`config.mk`:
```
export PLATFORM = sky130hd
export DESIGN_NAME = adder_share_ctrl
export DESIGN_NICKNAME = d
export VERILOG_FILES = /design/src/rtl/adder_share_pkg.sv /design/src/rtl/rca_32.sv /design/src/rtl/rr_arb2.sv /design/src/rtl/adder_share_ctrl.sv
export SDC_FILE = /design/constraint.sdc
export NUM_CORES = 1
export LEC_CHECK = 0
export CAP_MARGIN = 20
export CORE_MARGIN = 1.5
export CORE_UTILIZATION = 54
export DETAILED_ROUTE_END_ITERATION = 6
export GPL_TIMING_DRIVEN = 0
export HOLD_SLACK_MARGIN = 0.06
export PLACE_DENSITY = 0.84
export SETUP_SLACK_MARGIN = 0.2
export SLEW_MARGIN = 20
export SYNTH_ARGS = -nofsm -noshare
export SYNTH_HDL_FRONTEND = slang
export SYNTH_SLANG_ARGS = --single-unit
```
`constraint.sdc`:
```
create_clock -name clk -period 50.6 [get_ports clk]
set_input_delay 10.12 -clock clk [delete_from_list [all_inputs] [get_ports clk]]
set_output_delay 10.12 -clock clk [all_outputs]
set_load 0.01 [all_outputs]
```
`src/rtl/adder_share_pkg.sv`:
```
// adder_share_pkg
//   Shared types and constants for the two-requester 64-bit add/subtract
//   controller that time-multiplexes a single 32-bit ripple-carry slice.
//   Contents: operand/slice widths, FSM state enum, requester id type.
package adder_share_pkg;

    localparam int W    = 64;     // operand width, two slice passes
    localparam int HALF = W / 2;  // slice width

    typedef enum logic [1:0] {
        IDLE,  // waiting for a request, arbitration active
        LO,    // slice works on bits [31:0]
        HI,    // slice works on bits [63:32]
        RESP   // result presented until the consumer takes it
    } state_t;

    typedef logic req_id_t;

    localparam req_id_t REQ0 = 1'b0;
    localparam req_id_t REQ1 = 1'b1;

endpackage

```
`src/rtl/rca_32.sv`:
```
// rca_32
//   32-bit ripple-carry adder slice.
//   Ports:
//     a_i, b_i  [31:0]  addends
//     cin_i             carry in
//     sum_o     [31:0]  a_i + b_i + cin_i, modulo 2^32
//     cout_o            carry out of bit 31
module rca_32 (
    input  logic [31:0] a_i,
    input  logic [31:0] b_i,
    input  logic        cin_i,
    output logic [31:0] sum_o,
    output logic        cout_o
);

    logic [32:0] carry;

    always_comb begin
        // NOTE: every combinational output gets a default before the loop so
        // no path leaves a variable unassigned and no latch is inferred.
        carry    = '0;
        sum_o    = '0;
        carry[0] = cin_i;
        for (int i = 0; i < 32; i++) begin
            sum_o[i]     = a_i[i] ^ b_i[i] ^ carry[i];
            carry[i + 1] = (a_i[i] & b_i[i]) | (carry[i] & (a_i[i] ^ b_i[i]));
        end
        cout_o = carry[32];
    end

endmodule

```
`src/rtl/rr_arb2.sv`:
```
// rr_arb2
//   Two-way round-robin arbiter. A lone request is granted directly; on a tie
//   the requester named by the pointer wins. The pointer moves to favour the
//   other requester whenever a grant is taken (advance_i).
//   Ports:
//     clk, rst        clock, synchronous active-high reset (pointer -> req0)
//     req0_i, req1_i  request lines
//     advance_i       the current grant was accepted this cycle
//     gnt_valid_o     some request is granted
//     gnt_id_o        which requester is granted
module rr_arb2
    import adder_share_pkg::*;
(
    input  logic    clk,
    input  logic    rst,
    input  logic    req0_i,
    input  logic    req1_i,
    input  logic    advance_i,
    output logic    gnt_valid_o,
    output req_id_t gnt_id_o
);

    req_id_t ptr_q;  // requester favoured on a tie

    always_comb begin
        gnt_valid_o = req0_i | req1_i;
        if (req0_i && req1_i) begin
            gnt_id_o = ptr_q;
        end else begin
            gnt_id_o = req1_i ? REQ1 : REQ0;
        end
    end

    always_ff @(posedge clk) begin
        if (rst) begin
            ptr_q <= REQ0;
        end else if (advance_i) begin
            ptr_q <= ~gnt_id_o;
        end
    end

endmodule

```
`src/rtl/adder_share_ctrl.sv`:
```
// adder_share_ctrl
//   Two-requester 64-bit add/subtract unit built around one 32-bit ripple
//   slice used twice: low half in LO, high half in HI. Requests are
//   round-robin arbitrated in IDLE; the result is held in RESP until taken.
//   Accept-to-valid latency is 3 cycles; at least 4 cycles per operation.
//   Ports:
//     clk, rst                    clock, synchronous active-high reset
//     reqN_valid/ready            request handshake, requester N (0/1)
//     reqN_a, reqN_b  [63:0]      operands
//     reqN_sub                    1: a-b, 0: a+b
//     resp_valid/ready            response handshake
//     resp_sum        [63:0]      result
//     resp_cout                   carry out of bit 63 (sub: 1 = no borrow)
//     resp_ovf                    signed overflow
//     resp_id                     requester that issued the result
module adder_share_ctrl
    import adder_share_pkg::*;
(
    input  logic         clk,
    input  logic         rst,

    input  logic         req0_valid,
    output logic         req0_ready,
    input  logic [W-1:0] req0_a,
    input  logic [W-1:0] req0_b,
    input  logic         req0_sub,

    input  logic         req1_valid,
    output logic         req1_ready,
    input  logic [W-1:0] req1_a,
    input  logic [W-1:0] req1_b,
    input  logic         req1_sub,

    output logic         resp_valid,
    input  logic         resp_ready,
    output logic [W-1:0] resp_sum,
    output logic         resp_cout,
    output logic         resp_ovf,
    output logic         resp_id
);

    state_t        state_q;
    logic [W-1:0]  a_q;
    logic [W-1:0]  b_q;         // B already inverted for subtract
    logic          sub_q;
    req_id_t       id_q;
    logic          c32_q;       // carry from the low half into the high half
    logic [HALF-1:0] sum_lo_q;

    logic          resp_valid_q;
    logic [W-1:0]  resp_sum_q;
    logic          resp_cout_q;
    logic          resp_ovf_q;
    req_id_t       resp_id_q;

    // ---------------------------------------------------------------
    // Arbitration: only meaningful in IDLE, so requests are masked there.
    // ---------------------------------------------------------------
    logic    idle;
    logic    gnt_valid;
    req_id_t gnt_id;
    logic    accept;

    assign idle   = (state_q == IDLE);
    assign accept = idle & gnt_valid;

    rr_arb2 u_arb (
        .clk         (clk),
        .rst         (rst),
        .req0_i      (req0_valid & idle),
        .req1_i      (req1_valid & idle),
        .advance_i   (accept),
        .gnt_valid_o (gnt_valid),
        .gnt_id_o    (gnt_id)
    );

    assign req0_ready = accept & (gnt_id == REQ0);
    assign req1_ready = accept & (gnt_id == REQ1);

    logic [W-1:0] sel_a;
    logic [W-1:0] sel_b;
    logic         sel_sub;

    assign sel_a   = (gnt_id == REQ1) ? req1_a   : req0_a;
    assign sel_b   = (gnt_id == REQ1) ? req1_b   : req0_b;
    assign sel_sub = (gnt_id == REQ1) ? req1_sub : req0_sub;

    // ---------------------------------------------------------------
    // Shared slice: half select and carry-in mux (sub in LO, c32 in HI).
    // ---------------------------------------------------------------
    logic [HALF-1:0] slice_a;
    logic [HALF-1:0] slice_b;
    logic            slice_cin;
    logic [HALF-1:0] slice_sum;
    logic            slice_cout;

    always_comb begin
        slice_a   = a_q[HALF-1:0];
        slice_b   = b_q[HALF-1:0];
        slice_cin = sub_q;
        if (state_q == HI) begin
            slice_a   = a_q[W-1:HALF];
            slice_b   = b_q[W-1:HALF];
            slice_cin = c32_q;
        end
    end

    rca_32 u_slice (
        .a_i    (slice_a),
        .b_i    (slice_b),
        .cin_i  (slice_cin),
        .sum_o  (slice_sum),
        .cout_o (slice_cout)
    );

    // ---------------------------------------------------------------
    // Control FSM with registered datapath and response outputs.
    // ---------------------------------------------------------------
    // NOTE: state is updated with non-blocking assignments so every register
    // samples pre-edge values, independent of statement order.
    always_ff @(posedge clk) begin
        if (rst) begin
            // NOTE: operand and carry registers are cleared too, not just the
            // control state; the response registers drive outputs directly.
            state_q      <= IDLE;
            a_q          <= '0;
            b_q          <= '0;
            sub_q        <= 1'b0;
            id_q         <= REQ0;
            c32_q        <= 1'b0;
            sum_lo_q     <= '0;
            resp_valid_q <= 1'b0;
            resp_sum_q   <= '0;
            resp_cout_q  <= 1'b0;
            resp_ovf_q   <= 1'b0;
            resp_id_q    <= REQ0;
        end else begin
            case (state_q)
                IDLE: begin
                    if (accept) begin
                        a_q     <= sel_a;
                        b_q     <= sel_b ^ {W{sel_sub}};
                        sub_q   <= sel_sub;
                        id_q    <= gnt_id;
                        state_q <= LO;
                    end
                end
                LO: begin
                    sum_lo_q <= slice_sum;
                    c32_q    <= slice_cout;
                    state_q  <= HI;
                end
                HI: begin
                    resp_sum_q   <= {slice_sum, sum_lo_q};
                    resp_cout_q  <= slice_cout;
                    // Overflow: operands agree in sign, result does not.
                    resp_ovf_q   <= (a_q[W-1] == b_q[W-1]) &
                                    (slice_sum[HALF-1] != a_q[W-1]);
                    resp_id_q    <= id_q;
                    resp_valid_q <= 1'b1;
                    state_q      <= RESP;
                end
                RESP: begin
                    if (resp_ready) begin
                        resp_valid_q <= 1'b0;
                        state_q      <= IDLE;
                    end
                end
                default: state_q <= IDLE;
            endcase
        end
    end

    assign resp_valid = resp_valid_q;
    assign resp_sum   = resp_sum_q;
    assign resp_cout  = resp_cout_q;
    assign resp_ovf   = resp_ovf_q;
    assign resp_id    = resp_id_q;

endmodule

```
---- Word level (Yosys, flattened, before mapping) ----
Index checks and enable logic that the tools add are counted.
cells by class
  eq/ne operators ......................... 7
  muxes and demuxes ....................... 13
  bitwise logic cells ..................... 169
  reduce and logical (&&, ||, !) cells .... 6
operators with widths
  operator            count
  $mux 64             2
  $and 1x1->1         70
  $mux 32             2
  $xor 1x1->1         64
  $xor 64x64->64      1
  $or 1x1->1          33
  $pmux 2 s4          1
  $reduce_and 2->1    3
  $mux 1              5
  $eq 2x2->1 const B  2
  $mux 2              2
  $eq 2x1->1 const B  1
  $logic_not 2->1     1
  $ne 2x1->1 const B  1
  $ne 2x2->1 const B  1
  $pmux 1 s2          1
  $reduce_bool 2->1   1
  $eq 1x1->1          1
  $logic_and 1x1->1   1
  $ne 1x1->1          1
  $not 1->1           1
word-level totals
  register bits after elaboration ......... 234
  input bits .............................. 263
  output and inout bits ................... 70
  word-level logic and storage cells ...... 208

---- Logic depth before layout (Yosys ltp) ----
  depth in word-level cells ............... 68
  gate-level depth with buffers ........... 44
  gate-level depth less buffers ........... 41

---- Hierarchy ----
From an unflattened synthesis, not the netlist that was laid out.
second synthesis, totals
  cell total of the unflattened synthesis .. 1122
  area total of the unflattened synthesis .. 11498.5 sq um
modules (own cells, without submodules)
  module            times used  cells each  area an instance (sq um)  sequential area each (sq um)
  adder_share_ctrl  1           1074        10754.1                   4664.5
  rca_32            1           42          678.2                     0.0
  rr_arb2           1           6           66.3                      20.0

---- Worst setup path before layout ----
Ideal clock, no wire load.
  path kind ............................... input to output
  from .................................... input port req1_valid
  to ...................................... output port req0_ready
  arrival ................................. 10.911 ns
  data required time ...................... 40.480 ns
  path slack .............................. 29.569 ns
  stages .................................. 5
  buffers on the path ..................... 2
  cell sequence ........................... nand2_1 > buf_4 > clkbuf_1 > nor2_1 > nor2_1
between the ends
  word-level cells in the longest chain between the ends .. 5
  elaborated cells between the ends (all ways) .. 8
  classes of those cells .................. mux: 2; bitwise: 5; reduce/logical: 1
RTL lines
  what                                                RTL line                      RTL
  start: declaration                                  adder_share_ctrl.sv:28        input logic req1_valid,
  $and 1x1->1 *                                       adder_share_ctrl.sv:71        .req1_i (req1_valid & idle),
  $mux 1 / $logic_and 1x1->1 (equally long branches)  rr_arb2.sv:30, rr_arb2.sv:27
  $mux 1                                              rr_arb2.sv:27                 if (req0_i && req1_i) begin
  $not 1->1                                           adder_share_ctrl.sv:77        assign req0_ready = accept & (gnt_id == REQ0);
  $and 1x1->1 *                                       adder_share_ctrl.sv:77
  end: declaration                                    adder_share_ctrl.sv:23        output logic req0_ready,
Mark *: on every way between the ends. The rest lies on a longest branch, timed or not.

---- Final worst setup path ----
Ends and elaborated chain as after synthesis.

==> impl_metrics.csv <==
group,metric,value,unit
floorplanning,horiz_die_dim,157,µm
drt,ant_nets,0,
sta,rsz0062_at_grt,"no",
synth,number_of_distinct_standard_cells_referenced_by_the_synthesized_netlist,37,
worst_setup_path,ws_path_type,"in2out",
synth,synthesis.area,12900,µm²
pwr,max_rail_drop_vdd,0.0329,mV
worst_setup_path,element_type_at_the_critical_path_start,"primary input",
synth,post-synth-top-area-cell,"dfxtp_1",
clocking,clk_latency,0.52,ns
drt,post_drt_wl_per_cell,21.7,µm
sta,worst-slew-pin-transition,0.845,ns
finish,area_growth_syn_to_layout,34.6,%
worst_setup_path,worstPathArrival,12.49,ns
worst_hold_path,hold_class,"reg2reg",
sta,slew_headroom,43.7,%
clocking,post_cts_sizing,0,
clocking,cts-buffers-inserted,25,
floorplanning,initial_core_util,54.9,%
global_route,grt_overall_usage,36.5,%
worst_setup_path,ff2ff_setup_slack,33.26,ns
sta,clock_skew,0.00906,ns
clocking,tritoncts,"done",
pwr,power_density,55.6,nW/µm²
flow_run,cap_viol_max_count,0,
clocking,postCtsSetupRepairBufs,0,
sta,count_of_pins_over_their_slew_limit,0,
synth,post_synth_main_area_contributors,"dfxtp_1, mux2i_1, o21ai_0",
synth,postSynth.asyncResetShare,0,%
clocking,cts_num_sinks,234,
clocking,cts_root_buffer,"clkbuf_16",
synth,yosys_warnings,0,
synth,synth_largest_type_area_fraction,36.4,%
worst_setup_path,setup.worst_path.end_class,"output pin",
pwr,p_leak,5.96,nW
floorplanning,floorplan.die.height,157,µm
sta,timing.setup.tns,0,ns
synth,synthesis.area_per_instance,8.90,µm²
global_route,grt_antenna_before_repair,3,
clocking,clock_tree.htree_level_count,1,
floorplanning,floorplan.rows,56,
run_status,outcome,"finished, final reports clean",
global_route,globalRouteOverflowTotal,0,
floorplanning,boundary_pin_count,333,
drt,vias,13200,
worst_setup_path,cp.required,40.48,ns
placed_design,gp_routability_congestion,0.931,
placed_design,hpwlAfterDp,35.9,mm
global_route,number_of_global_route_vias_before_repair,12900,
synth,synth_edf_count,0,
synth,syn-num-nets,1745,
sta,achievable-frequency,44.2,MHz
sta,smallest_setup_slack_after_layout,27.99,ns
sta,final-setup-viol-count,0,
synth,synth_ff_type,"dfxtp_1",
global_route,grt_start_max_net_pins,13,
finish,nets,2101,
drt,detailedRoute.firstPassIterationCount,5,
sta,finalCritPeriodShare,44.7,%
drt,drt_first_iter_violations,1416,
pwr,total_power,0.000961,W
clocking,path_clk_slew,0.06,ns
clocking,cts-root-to-sink-buffers,3,
placed_design,worst_slack_placed,28.10,ns
clocking,cts_hold_buffers,0,
drt,number_of_remaining_drc_errors,0,
sta,timing_hold_violations_final,0,
floorplanning,die-area,24700,µm²
drt,postRouteWirelength,46.4,mm
placed_design,number_of_buffer_cells_added_on_primary_ports,329,
synth,synthesis.instances,1445,
drt,avgViaCountPerCell,6.17,
floorplanning,core_area,23400,µm²
finish,post_route_cells_drive_above_1_share,5.95,%
global_route,grt_pass1_wl,69.6,mm
synth,ys_ff_latch,234,
placed_design,placed_area,16500,µm²
sta,final_period_minus_worst_setup_slack,22.61,ns
finish,fin_area,17300,µm²
worst_setup_path,worst_path_maximum_fanout,10,
synth,synth_seq_area_share,36.4,%
## layer usage
layer / GRT usage [%] / part of all wire [%] / vias to the layer above
met5: 0 / 0 / -
li1: - / - / 6010
met2: 62.0 / 47 / 804
met3: 6.19 / 9.4 / 163
met1: 45.4 / 39 / 6217
met4: 16.6 / 5.0 / 0
## cell usage after synthesis (all sizes together), types with 2 or more instances
library cell / number
clkbuf: 98
o21bai: 59
nand2: 2
nand4b: 59
a311oi: 70
nor2: 176
a41oi: 59
ha: 5
inv: 6
mux2: 4
o21ai: 195
buf: 72
nor3: 2
nand2b: 2
a211oi: 61
mux2i: 100
xor2: 69
dfxtp: 234
a21oi: 4
nand3: 66
nor2b: 61
fa: 32
## path summary, 6_finish.rpt
kind | from | cells after the start | end
worst max-delay path | req1_valid | 7 | req0_ready
worst max register to register | state_q[0] | 44 | resp_ovf
worst min-delay path | sum_lo_q[9] | 2 | sum_lo_q[9]
worst min register to register | sum_lo_q[9] | 2 | sum_lo_q[9]
## layout make-up
cell class / instances / area [µm²]
clock buffers: 36 / 717
diodes: 4 / 10.0
inverters: 6 / 22.5
fillers: 1848 / 6110
well taps: 319 / 399
plain buffers: 170 / 778
flip-flops and latches: 234 / 4680
clock inverters: 4 / 22.5
repair buffers: 329 / 3290
multi-input cells: 1035 / 7370
## flip-flops by register name (all words and copies together), names as in the netlist, 2 cells and up
name / flops
resp_sum: 64
state_q: 2
a_q: 64
b_q: 64
sum_lo_q: 32
## logic make-up after synthesis
kind of cell / after synthesis / synth area share, %
compound gates: 451 / 23.7
simple gates: 374 / 15.3
flops: 234 / 36.4
buf+inv: 176 / 6.23
mux: 104 / 8.14
xor+xnor: 69 / 4.70
fa+ha+maj: 37 / 5.47
## critical path, stage by stage
cell,delay [ns]
clkdlybuf4s50_1,0.56
nand2_1,0.30
buf_4,0.34
clkbuf_1,0.32
nor2_1,0.16
nor2_1,0.13
clkdlybuf4s50_1,0.55
## per-stage QoR
stage / instances / utilization (%) / hold WS [ns]
final: 2137 / 73.9 / 0.480
after global routing: 2137 / 73.9 / 0.496
after CTS: 2133 / 73.9 / 0.481
after detailed placement: 2093 / 70.7 / 0.474
after global placement: 2093 / 70.7 / 0.470
after floorplan: 1445 / - / 0.456
## layout by cell type (no fill, tap or decap), types with 2 or more instances in the layout
master | Yosys | final
clkinv_2 | 0 | 3
buf_1 | 5 | 5
clkbuf_16 | 0 | 25
a211oi_1 | 61 | 61
a311oi_1 | 70 | 70
dfxtp_1 | 234 | 234
nor3_1 | 2 | 2
clkbuf_1 | 97 | 103
a21oi_1 | 4 | 4
a41oi_1 | 59 | 59
nand2_1 | 2 | 2
mux2i_1 | 100 | 100
nor2b_1 | 61 | 61
inv_1 | 5 | 5
buf_2 | 54 | 54
nand3_1 | 66 | 66
xor2_1 | 69 | 69
nor2_1 | 176 | 176
clkbuf_8 | 0 | 5
buf_4 | 7 | 7
nand4b_1 | 59 | 59
diode_2 | 0 | 4
o21ai_1 | 11 | 11
buf_6 | 6 | 6
clkdlybuf4s50_1 | 0 | 329
o21ai_0 | 184 | 184
mux2_2 | 4 | 4
ha_1 | 5 | 5
fa_1 | 32 | 32
nand2b_1 | 2 | 2
o21bai_1 | 59 | 59
## where the power goes
part / switching, W / total, W / internal [W]
logic: 0.000291 / 0.000485 / 0.000195
clock network: 0.0000729 / 0.000170 / 0.0000971
registers: 0.0000486 / 0.000306 / 0.000257
Power figures use the tool's default switching activity.
